`src/rtl/rom_arb_pkg.sv`:
```
// -----------------------------------------------------------------------------
// rom_arb_pkg
//   Shared types for the instruction-ROM arbiter.
//   - ld_size_e   : load access size as encoded on ld_size_i
//   - arb_state_e : arbitration priority state
//   - size_bytes  : number of bytes touched by a load of a given size
// -----------------------------------------------------------------------------
package rom_arb_pkg;

  localparam int unsigned DATA_W = 32;

  typedef enum logic [1:0] {
    SZ_B    = 2'b00,
    SZ_H    = 2'b01,
    SZ_W    = 2'b10,
    SZ_RSVD = 2'b11
  } ld_size_e;

  typedef enum logic {
    LD_PRIO = 1'b0,
    IF_PRIO = 1'b1
  } arb_state_e;

  // The reserved encoding reports 4 bytes so the range check stays
  // conservative; the access is flagged as an error independently.
  function automatic logic [2:0] size_bytes(input ld_size_e size);
    case (size)
      SZ_B:    size_bytes = 3'd1;
      SZ_H:    size_bytes = 3'd2;
      SZ_W:    size_bytes = 3'd4;
      default: size_bytes = 3'd4;
    endcase
  endfunction

endpackage

```
`src/rtl/ld_extend.sv`:
```
// -----------------------------------------------------------------------------
// ld_extend
//   Combinational load-data extraction. The byte at the requested address is
//   word[31:24], so byte/half loads take the top of the ROM word.
//   Ports:
//     word     in  32  registered ROM word
//     size     in  2   access size (ld_size_e)
//     zero_ext in  1   1 = zero-extend, 0 = sign-extend
//     data     out 32  extended load data
// -----------------------------------------------------------------------------
module ld_extend
  import rom_arb_pkg::*;
(
  input  logic [DATA_W-1:0] word,
  input  ld_size_e          size,
  input  logic              zero_ext,
  output logic [DATA_W-1:0] data
);

  logic sign;

  // Both byte and half sign bits live in word[31].
  assign sign = ~zero_ext & word[31];

  always_comb begin
    data = word;
    case (size)
      SZ_B:    data = {{24{sign}}, word[31:24]};
      SZ_H:    data = {{16{sign}}, word[31:16]};
      default: data = word;
    endcase
  end

endmodule

```
`src/rtl/rom_arbiter.sv`:
```
// -----------------------------------------------------------------------------
// rom_arbiter
//   Shares a single-ported, combinational-read instruction ROM between the
//   instruction-fetch port (IF) and a data-load port (LD). One grant per cycle,
//   ROM word registered into a 1-cycle-latency response. LD data is extracted
//   and extended; misaligned / out-of-range / reserved-size accesses are flagged.
//
//   Handshake: a requester raises req with its attributes and holds them until
//   gnt is seen high in the same cycle (gnt is combinational). Exactly one
//   cycle after a grant the matching rvalid is high for one cycle with rdata
//   and err; rdata/err hold their value while rvalid is low.
//
//   Ports:
//     clk_i, rst_i             clock, synchronous active-high reset
//     if_req_i / if_addr_i     fetch request and byte address
//     if_gnt_o                 fetch granted this cycle
//     if_rvalid_o/_rdata_o/_err_o  fetch response
//     ld_req_i / ld_addr_i / ld_size_i / ld_unsigned_i  load request
//     ld_gnt_o                 load granted this cycle
//     ld_rvalid_o/_rdata_o/_err_o  load response
//     rom_a_o / rom_rd_i       ROM address out, ROM word in
//     dbg_state_o              arbitration state
//     dbg_starve_cnt_o         consecutive IF denials (zero-extended)
// -----------------------------------------------------------------------------
module rom_arbiter
  import rom_arb_pkg::*;
#(
  parameter int unsigned ADDR_W     = 32,
  parameter int unsigned ROM_BYTES  = 4096,
  parameter int unsigned STARVE_MAX = 3
) (
  input  logic              clk_i,
  input  logic              rst_i,

  input  logic              if_req_i,
  input  logic [ADDR_W-1:0] if_addr_i,
  output logic              if_gnt_o,
  output logic              if_rvalid_o,
  output logic [31:0]       if_rdata_o,
  output logic              if_err_o,

  input  logic              ld_req_i,
  input  logic [ADDR_W-1:0] ld_addr_i,
  input  logic [1:0]        ld_size_i,
  input  logic              ld_unsigned_i,
  output logic              ld_gnt_o,
  output logic              ld_rvalid_o,
  output logic [31:0]       ld_rdata_o,
  output logic              ld_err_o,

  output logic [ADDR_W-1:0] rom_a_o,
  input  logic [31:0]       rom_rd_i,

  output arb_state_e        dbg_state_o,
  output logic [7:0]        dbg_starve_cnt_o
);

  localparam int unsigned CNT_W = (STARVE_MAX < 2) ? 1 : $clog2(STARVE_MAX + 1);
  localparam logic [CNT_W-1:0] STARVE_LIM = CNT_W'(STARVE_MAX);

  // Range limits carried at ADDR_W+1 bits so address arithmetic near the top
  // of the address space cannot wrap back into the ROM.
  localparam logic [ADDR_W:0] ROM_LAST = (ADDR_W + 1)'(ROM_BYTES - 1);
  localparam logic [ADDR_W:0] IF_LAST  = (ADDR_W + 1)'(ROM_BYTES - 4);

  // ---------------------------------------------------------------------------
  // Arbitration state
  // ---------------------------------------------------------------------------
  arb_state_e       state;
  logic [CNT_W-1:0] starve_cnt;
  logic [CNT_W-1:0] starve_inc;

  logic if_gnt;
  logic ld_gnt;

  assign starve_inc = starve_cnt + 1'b1;

  // IF wins when LD is idle, or when IF has earned priority.
  always_comb begin
    if_gnt = 1'b0;
    ld_gnt = 1'b0;
    if (!rst_i) begin
      if (if_req_i && (state == IF_PRIO || !ld_req_i)) begin
        if_gnt = 1'b1;
      end else if (ld_req_i) begin
        ld_gnt = 1'b1;
      end
    end
  end

  always_ff @(posedge clk_i) begin
    if (rst_i) begin
      state      <= LD_PRIO;
      starve_cnt <= '0;
    end else begin
      case (state)
        LD_PRIO: begin
          if (if_req_i && !if_gnt) begin
            starve_cnt <= starve_inc;
            if (starve_inc >= STARVE_LIM) begin
              state <= IF_PRIO;
            end
          end else begin
            starve_cnt <= '0;
          end
        end
        IF_PRIO: begin
          // IF is either granted here or not requesting: both end priority.
          state      <= LD_PRIO;
          starve_cnt <= '0;
        end
        default: begin
          state      <= LD_PRIO;
          starve_cnt <= '0;
        end
      endcase
    end
  end

  assign if_gnt_o         = if_gnt;
  assign ld_gnt_o         = ld_gnt;
  assign dbg_state_o      = state;
  assign dbg_starve_cnt_o = 8'(starve_cnt);

  // The ROM follows LD when nobody is granted.
  assign rom_a_o = rst_i ? '0 : (if_gnt ? if_addr_i : ld_addr_i);

  // ---------------------------------------------------------------------------
  // Access checks, evaluated on the live request at grant time
  // ---------------------------------------------------------------------------
  ld_size_e        ld_size;
  logic            if_err;
  logic            ld_err;
  logic            ld_misaligned;
  logic [ADDR_W:0] ld_end;

  assign ld_size = ld_size_e'(ld_size_i);

  assign if_err = (if_addr_i[1:0] != 2'b00) || ({1'b0, if_addr_i} > IF_LAST);

  assign ld_end = {1'b0, ld_addr_i} + (ADDR_W + 1)'(size_bytes(ld_size))
                  - (ADDR_W + 1)'(1);

  assign ld_misaligned = ((ld_size == SZ_H) && ld_addr_i[0]) ||
                         ((ld_size == SZ_W) && (ld_addr_i[1:0] != 2'b00));

  assign ld_err = ld_misaligned || (ld_size == SZ_RSVD) || (ld_end > ROM_LAST);

  // ---------------------------------------------------------------------------
  // Response registers
  // ---------------------------------------------------------------------------
  logic        if_rvalid_q;
  logic        if_err_q;
  logic [31:0] if_rdata_q;

  logic        ld_rvalid_q;
  logic        ld_err_q;
  logic [31:0] ld_word_q;
  ld_size_e    ld_size_q;
  logic        ld_zext_q;
  logic [31:0] ld_data;

  // On error the captured word is zeroed, which makes the extended LD data
  // zero for every size without a separate mask.
  always_ff @(posedge clk_i) begin
    if (rst_i) begin
      if_rvalid_q <= 1'b0;
      if_err_q    <= 1'b0;
      if_rdata_q  <= '0;
      ld_rvalid_q <= 1'b0;
      ld_err_q    <= 1'b0;
      ld_word_q   <= '0;
      ld_size_q   <= SZ_B;
      ld_zext_q   <= 1'b0;
    end else begin
      if_rvalid_q <= if_gnt;
      ld_rvalid_q <= ld_gnt;
      if (if_gnt) begin
        if_err_q   <= if_err;
        if_rdata_q <= if_err ? '0 : rom_rd_i;
      end
      if (ld_gnt) begin
        ld_err_q  <= ld_err;
        ld_word_q <= ld_err ? '0 : rom_rd_i;
        ld_size_q <= ld_size;
        ld_zext_q <= ld_unsigned_i;
      end
    end
  end

  ld_extend u_ld_extend (
    .word     (ld_word_q),
    .size     (ld_size_q),
    .zero_ext (ld_zext_q),
    .data     (ld_data)
  );

  // A response due in a cycle where reset is asserted is dropped: the
  // registered value is masked so a grant just before reset never surfaces.
  assign if_rvalid_o = if_rvalid_q & ~rst_i;
  assign if_err_o    = if_err_q    & ~rst_i;
  assign if_rdata_o  = rst_i ? '0 : if_rdata_q;
  assign ld_rvalid_o = ld_rvalid_q & ~rst_i;
  assign ld_err_o    = ld_err_q    & ~rst_i;
  assign ld_rdata_o  = rst_i ? '0 : ld_data;

endmodule

```
`config.mk`:
```
export PLATFORM = sky130hd
export DESIGN_NAME = rom_arbiter
export DESIGN_NICKNAME = d
export VERILOG_FILES = /design/src/rtl/rom_arb_pkg.sv /design/src/rtl/ld_extend.sv /design/src/rtl/rom_arbiter.sv
export SDC_FILE = /design/constraint.sdc
export NUM_CORES = 1
export LEC_CHECK = 0
export ABC_CLOCK_PERIOD_IN_PS = 9400
export CORE_AREA = 2 2 116 118
export DETAILED_ROUTE_END_ITERATION = 10
export DIE_AREA = 0 0 118 120
export GPL_TIMING_DRIVEN = 0
export HOLD_SLACK_MARGIN = 0.02
export PLACE_DENSITY = 0.88
export SLEW_MARGIN = 40
export SYNTH_ARGS = -nofsm -noshare
export SYNTH_HDL_FRONTEND = slang
export SYNTH_SLANG_ARGS = --single-unit
```
`constraint.sdc`:
```
create_clock -name clk_i -period 9.4 [get_ports clk_i]
set_input_delay 2.82 -clock clk_i [delete_from_list [all_inputs] [get_ports clk_i]]
set_output_delay 2.82 -clock clk_i [all_outputs]
set_load 0.03 [all_outputs]
```
==> impl_results.md <==
* CP max stage delay at 0.62 ns
* Class of the worst hold path: reg -> reg
* RSZ-0062 raised after global routing: no
* Mapped Avg Cell Area at 7.39 um^2
* GP Congestion at 0.952
* TritonCTS Buffers at 9
* Total track usage at 0.282
* GRT overflow at 0
* Die H at 120 um
* Leak Pwr at 3.36 nW
* Synth Cell Area at 5710 um^2
* Clk root buf: clkbuf_16
* Status: finished clean
* Count leader, synth: a21oi_1
* Final TNS setup at 0 ns
* H-Tree Depth at 3
* Post-synthesis cell count at 773
* Number of global-route vias before repair at 6502
* Synth area leader: dfxtp_1
* WL per Instance at 17.3 um
* Met3 WL at 1.39 mm
* Startpoint Class: input pin
* Initial Util at 0.440
* Reg clk slew, reported paths at 0.06 ns
* Via count at 6594
* Top Layer Used: met4
* Antenna violations before repair at 0
* Number of enable flip-flop cells after synthesis at 0
* Worst rel slew slack at 0.593
* YS warnings at 0
* Tcrit/Tclk final at 0.936
* CTS tree: built
* Vias/cell at 5.60
* Die area at 14200 um^2
* Critical Path Source: rst_i
* Fmax at 0.114 GHz
* P&R area growth vs syn at 45.8%
* # Post-CTS Setup Buffers at 0
* Synthesized flop and latch total at 74
* Total wire length at 20.4 mm
* Register area at 1480 um^2
* PwrDens at 116 nW/um^2
* Post-synth top area share at 0.259
* Post-CTS Resized at 0
* Slew of the pin with the lowest slew margin at 0.610 ns
* Post-DP HPWL at 16.3 mm
* Hold path startpoint: starve_cnt[0]$_SDFF_PP0_
* Reg2reg start: dbg_state_o$_SDFF_PP0_
* Worst EP arrival at 5.98 ns
* Pin count of the biggest net entering global routing at 14
* Final #Nets at 1135
* Final hold violation count at 0
* Final clock skew at 0.00639 ns
* Layout cells sized above 1 at 0.0410
* Hold Buf Count CTS at 0
* Port buffer count at 207
* ANT nets after route at 0
* Area of the multi-input gates at 3710 um^2
* First DRT Iteration DRCs at 493
* Worst EP required at 6.58 ns
* Crit-path slowest cell: clkdlybuf4s50_1
* Synth Flop Type: dfxtp_1
* Met2 wire length at 9.62 mm
* Design area at 8330 um^2
* Yosys cell types at 62
* Ys async rst share at 0
* Minimum clock period at 8.80 ns
* Number of remaining DRC errors at 0
* Post-Place Cell Area at 8020 um^2
* Area contributors post-synth: dfxtp_1, a22o_1, a21oi_1
* Rows at 42
* Slew Viols, Final at 0
* Clk sinks at 74
* Seq/Total Area, Yosys at 0.259
* Final setup viols at 0
* Antenna diode count at 0
* CP top delay family: buffers and inverters
* Max cap viols at 0
* Number of fill cells in the layout at 1115
* Most frequent CP cell: clkbuf_1
* Die X at 118 um
* Most frequent cells after synthesis: a21oi_1, nand2_1, dfxtp_1
* CORE AREA at 13000 um^2
* Buf+Inv Stages, Crit Path at 6
* Final design utilization at 0.642
* I/O pins at 214
* Worst vdd ir at 131 uV
* Longest Clk Path Bufs at 2
* Crit path max fanout at 10
* Worst Setup End Kind: output port
* WL met1 at 8.54 mm
* Worst path cell trace: clkdlybuf4s50_1, clkbuf_1, clkbuf_1, clkbuf_1, buf_1, a21oi_1, clkdlybuf4s50_1
* First-pass GRT wire length at 32.4 mm
* WS Path Type: in -> out
* First drt pass iteration count at 5
* Later-pin clock latency in the skew report at 0.33 ns
-- where the power goes --
part / total, mW / internal (mW) / switching, mW
Combinational: 0.303 / 0.127 / 0.176
Clock: 0.344 / 0.214 / 0.131
Sequential: 0.317 / 0.316 / 0.000793
Total: 0.964 / 0.656 / 0.308
-- logic make-up (layout without fill, tap and decap cells) --
group | after synthesis | in the layout | synth area share
and+or+nand+nor | 252 | 252 | 0.212
xor gates and xnor gates | 5 | 5 | 0.00767
AOI/OAI and AO/OA | 260 | 260 | 0.312
other | 1 | 6 | 0.000656
DFF | 74 | 74 | 0.259
adders and majority gates | 36 | 36 | 0.0802
muxes | 19 | 19 | 0.0335
buffers and inverters | 126 | 349 | 0.0942
-- final cells by class --
| cell class | instances | area share |
|---|---|---|
| multi-input combinational | 578 | 0.446 |
| buffer | 59 | 0.0344 |
| sequential | 74 | 0.178 |
| inverter | 67 | 0.0302 |
| clock inverter | 5 | 0.00736 |
| tap | 176 | 0.0264 |
| timing repair buffer | 207 | 0.249 |
| clock buffer | 11 | 0.0291 |
-- per-layer routing --
metal,vias to the layer above,global-route usage
li1,3188,-
met1,3060,0.341
met2,284,0.484
met3,62,0.0523
met4,0,0.131
met5,-,0
-- worst paths after layout --
path	endpoint	slack, ns	cells past startpoint
hold reg to reg	starve_cnt[0]$_SDFF_PP0_	0.45	1
hold / removal	starve_cnt[0]$_SDFF_PP0_	0.45	1
setup / recovery	rom_a_o[22]	0.60	7
setup reg to reg	ld_word_q[19]$_SDFFE_PP0P_	6.24	10
-- cell usage in the layout, fill, tap and decap left out, types with 9 or more instances in the layout --
cell	Yosys	routed
clkbuf_1	36	37
a22o_1	67	67
nor3_1	10	10
dfxtp_1	74	74
ha_1	35	35
a22oi_1	10	10
nand2_1	96	96
inv_1	67	67
o21ai_0	20	20
o211ai_1	10	10
a21oi_1	100	100
nand4_1	11	11
a21o_1	9	9
nor2b_1	40	40
clkbuf_16	0	9
clkdlybuf4s50_1	0	207
nor2_1	55	55
mux2i_1	18	18
-- stage by stage --
step	power (mW)	cells	setup slack, ns	hold slack [ns]
final	0.964	1177	0.598	0.448
after floorplan	0.502	778	2.44	0.450
after detailed placement	0.621	1161	0.598	0.432
after CTS	0.963	1177	0.598	0.448
after global placement	0.619	1161	0.643	0.425
after global routing	1.01	1177	0.458	0.469
-- state kept, by name, summed over array words and instances, names as in the netlist --
register / flops
dbg_state_o: 1
if_err_q: 1
if_rdata_q: 32
ld_zext_q: 1
ld_size_q: 2
starve_cnt: 2
if_rvalid_q: 1
ld_word_q: 32
ld_err_q: 1
ld_rvalid_q: 1
Power figures use the tool's default switching activity.
